`src/rtl/ppc_display_scanner_pkg.sv`:
```
// Shared constants for the ping-pong counter display stage: active-low
// seven-segment glyphs, anode patterns and the scan-slot enumeration.
package ppc_disp_pkg;

  localparam logic [6:0] GLYPH_0    = 7'b0000001;
  localparam logic [6:0] GLYPH_1    = 7'b1001111;
  localparam logic [6:0] GLYPH_2    = 7'b0010010;
  localparam logic [6:0] GLYPH_3    = 7'b0000110;
  localparam logic [6:0] GLYPH_4    = 7'b1001100;
  localparam logic [6:0] GLYPH_5    = 7'b0100100;
  localparam logic [6:0] GLYPH_6    = 7'b0100000;
  localparam logic [6:0] GLYPH_7    = 7'b0001111;
  localparam logic [6:0] GLYPH_8    = 7'b0000000;
  localparam logic [6:0] GLYPH_9    = 7'b0000100;
  localparam logic [6:0] GLYPH_UP   = 7'b0011101;
  localparam logic [6:0] GLYPH_DOWN = 7'b1100011;
  localparam logic [6:0] GLYPH_OFF  = 7'b1111111;

  // AN_Dn enables physical digit n; digit 3 is the leftmost position.
  localparam logic [3:0] AN_D3  = 4'b0111;
  localparam logic [3:0] AN_D2  = 4'b1011;
  localparam logic [3:0] AN_D1  = 4'b1101;
  localparam logic [3:0] AN_D0  = 4'b1110;
  localparam logic [3:0] AN_OFF = 4'b1111;

  typedef enum logic [1:0] {
    SCAN_TENS   = 2'd0,
    SCAN_ONES   = 2'd1,
    SCAN_DIR_HI = 2'd2,
    SCAN_DIR_LO = 2'd3
  } scan_idx_t;

  function automatic logic [6:0] digit_glyph(input logic [3:0] digit);
    logic [6:0] glyph;
    case (digit)
      4'd0:    glyph = GLYPH_0;
      4'd1:    glyph = GLYPH_1;
      4'd2:    glyph = GLYPH_2;
      4'd3:    glyph = GLYPH_3;
      4'd4:    glyph = GLYPH_4;
      4'd5:    glyph = GLYPH_5;
      4'd6:    glyph = GLYPH_6;
      4'd7:    glyph = GLYPH_7;
      4'd8:    glyph = GLYPH_8;
      4'd9:    glyph = GLYPH_9;
      default: glyph = GLYPH_OFF;
    endcase
    return glyph;
  endfunction

endpackage

```
`src/rtl/ppc_display_scanner_bcd_seg_decode.sv`:
```
// Splits a 0..15 value into decimal tens/ones and returns both as
// active-low seven-segment glyphs. Purely combinational.
module bcd_seg_decode
  import ppc_disp_pkg::*;
(
  input  logic [3:0] value,
  output logic [6:0] tens_seg,
  output logic [6:0] ones_seg
);

  logic       ge_ten;
  logic [3:0] ones;

  // The leading zero is deliberately shown rather than blanked.
  always_comb begin
    ge_ten   = (value >= 4'd10);
    ones     = ge_ten ? (value - 4'd10) : value;
    tens_seg = digit_glyph(ge_ten ? 4'd1 : 4'd0);
    ones_seg = digit_glyph(ones);
  end

endmodule

```
`src/rtl/ppc_display_scanner.sv`:
```
// Four-digit multiplexed display scanner: count as two decimal digits on the
// left, direction glyph on the right, inputs sampled once per frame.
module ppc_display_scanner
  import ppc_disp_pkg::*;
#(
  parameter int REFRESH_DIV = 262144
) (
  input  logic       clk,
  input  logic       rst_n,
  input  logic [3:0] value,
  input  logic       direction,
  input  logic       blank,
  output logic [3:0] an,
  output logic [6:0] seg,
  output logic       frame_start
);

  localparam int            PW       = $clog2(REFRESH_DIV);
  localparam logic [PW-1:0] PCNT_MAX = PW'(REFRESH_DIV - 1);

  logic [PW-1:0] pcnt;
  logic          tick;
  scan_idx_t     idx;
  scan_idx_t     idx_nxt;
  logic          frame_wrap;
  logic          wrap_d;
  logic [3:0]    sh_val;
  logic          sh_dir;
  logic [6:0]    tens_seg;
  logic [6:0]    ones_seg;
  logic [3:0]    an_nxt;
  logic [6:0]    seg_nxt;

  assign tick       = (pcnt == PCNT_MAX);
  assign frame_wrap = tick && (idx == SCAN_DIR_LO);

  always_ff @(posedge clk or posedge rst_n) begin
    if (rst_n) begin
      pcnt <= '0;
    end else if (tick) begin
      pcnt <= '0;
    end else begin
      pcnt <= pcnt + PW'(1);
    end
  end

  always_ff @(posedge clk or posedge rst_n) begin
    if (rst_n) begin
      idx <= SCAN_TENS;
    end else begin
      idx <= idx_nxt;
    end
  end

  always_comb begin
    idx_nxt = idx;
    if (tick) begin
      case (idx)
        SCAN_TENS:   idx_nxt = SCAN_ONES;
        SCAN_ONES:   idx_nxt = SCAN_DIR_HI;
        SCAN_DIR_HI: idx_nxt = SCAN_DIR_LO;
        SCAN_DIR_LO: idx_nxt = SCAN_TENS;
      endcase
    end
  end

  // Sampling only on the 3->0 wrap keeps every frame internally consistent.
  always_ff @(posedge clk or posedge rst_n) begin
    if (rst_n) begin
      sh_val <= 4'd0;
      sh_dir <= 1'b1;
    end else if (frame_wrap) begin
      sh_val <= value;
      sh_dir <= direction;
    end
  end

  bcd_seg_decode u_decode (
    .value    (sh_val),
    .tens_seg (tens_seg),
    .ones_seg (ones_seg)
  );

  always_comb begin
    an_nxt  = AN_OFF;
    seg_nxt = GLYPH_OFF;
    if (!blank) begin
      case (idx)
        SCAN_TENS: begin
          an_nxt  = AN_D3;
          seg_nxt = tens_seg;
        end
        SCAN_ONES: begin
          an_nxt  = AN_D2;
          seg_nxt = ones_seg;
        end
        SCAN_DIR_HI: begin
          an_nxt  = AN_D1;
          seg_nxt = sh_dir ? GLYPH_UP : GLYPH_DOWN;
        end
        SCAN_DIR_LO: begin
          an_nxt  = AN_D0;
          seg_nxt = sh_dir ? GLYPH_UP : GLYPH_DOWN;
        end
      endcase
    end
  end

  // frame_start is delayed twice so it lines up with the registered anodes.
  always_ff @(posedge clk or posedge rst_n) begin
    if (rst_n) begin
      an          <= AN_OFF;
      seg         <= GLYPH_OFF;
      wrap_d      <= 1'b0;
      frame_start <= 1'b0;
    end else begin
      an          <= an_nxt;
      seg         <= seg_nxt;
      wrap_d      <= frame_wrap;
      frame_start <= wrap_d;
    end
  end

endmodule

```
`config.mk`:
```
export PLATFORM = sky130hd
export DESIGN_NAME = ppc_display_scanner
export DESIGN_NICKNAME = d
export VERILOG_FILES = /design/src/rtl/ppc_display_scanner_pkg.sv /design/src/rtl/ppc_display_scanner_bcd_seg_decode.sv /design/src/rtl/ppc_display_scanner.sv
export SDC_FILE = /design/constraint.sdc
export NUM_CORES = 1
export LEC_CHECK = 0
export CORE_UTILIZATION = 45
export CTS_CLUSTER_DIAMETER = 60
export DETAILED_ROUTE_END_ITERATION = 8
export PLACE_DENSITY = 0.74
export SLEW_MARGIN = 15
export SYNTH_ARGS = -nofsm -noshare
export SYNTH_HDL_FRONTEND = slang
export SYNTH_HIERARCHICAL = 1
export SYNTH_SLANG_ARGS = --single-unit
```
`constraint.sdc`:
```
create_clock -name clk -period 5.35 [get_ports clk]
set_input_delay 1.07 -clock clk [delete_from_list [all_inputs] [get_ports clk]]
set_output_delay 1.07 -clock clk [all_outputs]
set_load 0.01 [all_outputs]
```
==> summary.md <==
| Metric | Value |
|---|---|
| Final non-filler cell total | `276` |
| Syn Area/Cell | `10.25 um2` |
| Routed WL | `between 3000 and 4000 um` |
| Max transition margin | `0.6345` |
| Sink Count | `38` |
| Commonest non-fill, non-tap cell in the layout | `dfrtp_1` |
| Most frequent cells in the layout | `dfrtp_1, nor2_1, clkdlybuf4s50_1` |
| Reg2Reg Setup Slack | `2.86 ns` |
| Failing checks | `design-rule violations` |
| Fmax | `0.4012 GHz` |
| Vias in the first global route | `1340` |
| Final Wtd Congestion | `between 0.7 and 0.8` |
| Die Span X | `71.18 um` |
| Hold path cells | `0` |
| CP arrival | `2.69 ns` |
| Clk pwr share | `0.358` |
| Worst Hold Slack | `0.3656 ns` |
| H-tree depth | `2` |
| DRC violations left | `4` |
| Worst path max stage delay | `0.62 ns` |
| Synth warnings | `6` |
| Reg2reg start | `sh_val[1]$_DFFE_PP0P_` |
| Port bufs | `19` |
| Core area | `between 4000 and 5000 um2` |
| Vias | `1434` |
| Sequential Power Share | `0.541` |
| Worst-case clock buffer depth | `2` |
| Crit-path cells | `inv_1 -> ha_1 -> a21boi_0 -> o21ai_0 -> nand3_1 -> a2111oi_0 -> o21bai_1` |
| Number of buffers created by CTS | `5` |
| TritonCTS clock tree | `yes` |
| Post-DRT Antenna Nets | `0` |
| Largest net degree at the start of global routing | `39` |
| EDFF count, synth | `0` |
| Placed cells | `268` |
| # fillers | `412` |
| Cell row count | `24` |
| Worst Path Buf+Inv | `1` |
| Design internal power | `0.4269 mW` |
| Setup WS post-layout | `2.858 ns` |
| Hold path start | `wrap_d$_DFF_PP0_` |
| Worst Hold Class | `register to register` |
| Worst Setup Path Type | `register to register` |
| Predominant post-synthesis flop cell | `dfrtp_1` |
| Max-cap violations | `0` |
| Tot Pwr | `0.5587 mW` |
| Crit Path Max Fanout | `16` |
| Drt initial violations | `99` |
| Num ports | `20` |
| Post-CTS sizing | `0` |
| Post-synthesis cell area | `2153 um2` |
| Ant diodes | `0` |
| Maximum vdd drop | `84.75 uV` |
| Root Driver | `clkbuf_8` |
| Switching power | `~0.13 mW` |
| Post-CTS setup buffer count | `0` |
| Fin area | `approximately 2400 um2` |
| P&R area growth vs syn | `11.04%` |
| Final Cycle Share | `0.4658` |
| Ys async rst share | `1.000` |
| Pre-CTS setup slack | `2.923 ns` |
| Slew Viols, Final | `0` |
| Synthesis-stage register bit count | `38` |
| Antenna violations before repair | `0` |
| Distinct cell type count after synthesis | `48` |
| Status | `complete, but fails checks` |
| Die area | `between 5000 and 6000 um2` |
| Post-DP Area | `2296 um2` |
| Die Ht | `71.18 um` |
| Total GRT Usage | `0.1535` |
| Slowest CP cell | `dfrtp_1` |
| Final Hold Viols | `0` |
| RR Endpoint | `seg[0]$_DFF_PP1_` |
| Post-DP HPWL | `2407 um` |
| Leakage | `1.145 nW` |
| Hold EP | `frame_start$_DFF_PP0_` |
| Startpoint types | `register` |
| Final TNS setup | `0 ns` |
| Final core area utilization | `0.5344` |
| Tightest Pin Transition | `0.5441 ns` |
| Layout Nets | `roughly 240` |
| Vias per Instance | `about 5.2` |
| Switch share | `0.2359` |
| Layout cells sized above 1 | `0.1652` |
| Starting Density | `0.4813` |
| Grt total ovfl | `0` |
| Required time of the critical path | `between 5 and 6 ns` |
| Reg clk slew, reported paths | `0.07 ns` |
| Tmin final | `~2.5 ns` |
| # setup viols final | `0` |
| Clk Latency, worst-skew pair | `0.28 ns` |
| Hold-fix buffers at CTS | `0` |
| Sequential-to-total area share from yosys stat | `0.4486` |
| Worst setup EP type | `register` |
| First-pass GRT wire length | `5975 um` |
| Delay-heaviest family, CP | `compound AO/OA/AOI/OAI gates` |
| TritonRoute pass-1 iters | `7` |
| Final Skew | `approximately 0.0054 ns` |
| Power per Cell Area | `approximately 230 nW/um2` |
| Gate Count Post-Synth | `210` |
| R2r worst-path depth | `7` |
| WL per Instance | `12.50 um` |
| Combinational share of power | `0.102` |
| RSZ-0062 raised after global routing | `no` |
layer usage:
layer  wire (um)  share of wire  GRT usage
met1        1788           0.52     0.2050
met2        1507           0.44     0.2328
met3         124          0.036    0.05271
met4          29         0.0084    0.05333
met5           0              0          0
power groups by stage:
| stage | Combinational (mW) | Sequential, mW | Clock, mW |
|---|---|---|---|
| 3_5_place_dp | 0.0568 | 0.307 | 0 |
| 2_1_floorplan | 0.0456 | 0.305 | 0 |
| 6_report | 0.0567 | 0.302 | 0.200 |
| 3_3_place_gp | 0.0561 | 0.307 | 0 |
| 5_1_grt | 0.0640 | 0.303 | 0.223 |
| 4_1_cts | 0.0570 | 0.302 | 0.208 |
synthesized netlist by cell type (3+ instances only):
master / number / area (um2)
inv_1: 9 / 33.78
and3_1: 5 / 31.28
nand3_1: 12 / 60.06
mux2_2: 6 / 67.56
nand2b_1: 5 / 31.28
xnor2_1: 8 / 70.07
a21oi_1: 11 / 55.05
nor2_1: 22 / 82.58
nor2b_1: 3 / 18.77
buf_6: 4 / 45.04
nor3_1: 5 / 25.02
dfstp_2: 12 / 315.3
buf_4: 10 / 75.07
dfrtp_1: 26 / 650.6
xor2_1: 7 / 61.31
nor3b_1: 3 / 22.52
ha_1: 11 / 137.6
nand2_1: 11 / 41.29
o21ai_0: 5 / 25.02
state kept, by name (all words and copies together), names as in the netlist:
register,count
idx,2
sh_dir,1
pcnt,18
an,4
sh_val,4
seg,7
frame_start,1
wrap_d,1
final cells by class:
type                       count  area (um2)  share of cell area
multi-input combinational    149        1033              0.4322
clock buffer                   6       82.58             0.03454
timing repair buffer          20       197.7             0.08268
inverter                       9       33.78             0.01413
clock inverter                 2       12.51            0.005233
sequential                    38       965.9              0.4040
tap                           52       65.06             0.02721
worst max path at each step:
stage / startpoint / endpoint / slack (ns) / cells after the start
2_1_floorplan: rst_n / frame_start$_DFF_PP0_ / 3.44 / 1
5_1_grt: sh_val[1]$_DFFE_PP0P_ / seg[0]$_DFF_PP1_ / 2.69 / 7
3_3_place_gp: sh_val[1]$_DFFE_PP0P_ / seg[0]$_DFF_PP1_ / 3.06 / 7
4_1_cts: sh_val[1]$_DFFE_PP0P_ / seg[0]$_DFF_PP1_ / 2.88 / 7
3_5_place_dp: sh_val[1]$_DFFE_PP0P_ / seg[0]$_DFF_PP1_ / 2.92 / 7
6_report: sh_val[1]$_DFFE_PP0P_ / seg[0]$_DFF_PP1_ / 2.86 / 7
logic make-up after synthesis:
kind of cell | synth area share
xor gates and xnor gates | 0.06101
AOI/OAI and AO/OA | 0.1040
other | 0.003488
muxes | 0.04067
buffers and inverters | 0.07321
DFF | 0.4486
adders and majority gates | 0.06392
and+or+nand+nor | 0.2051
Note: power is estimated with default switching activity, not from simulation.
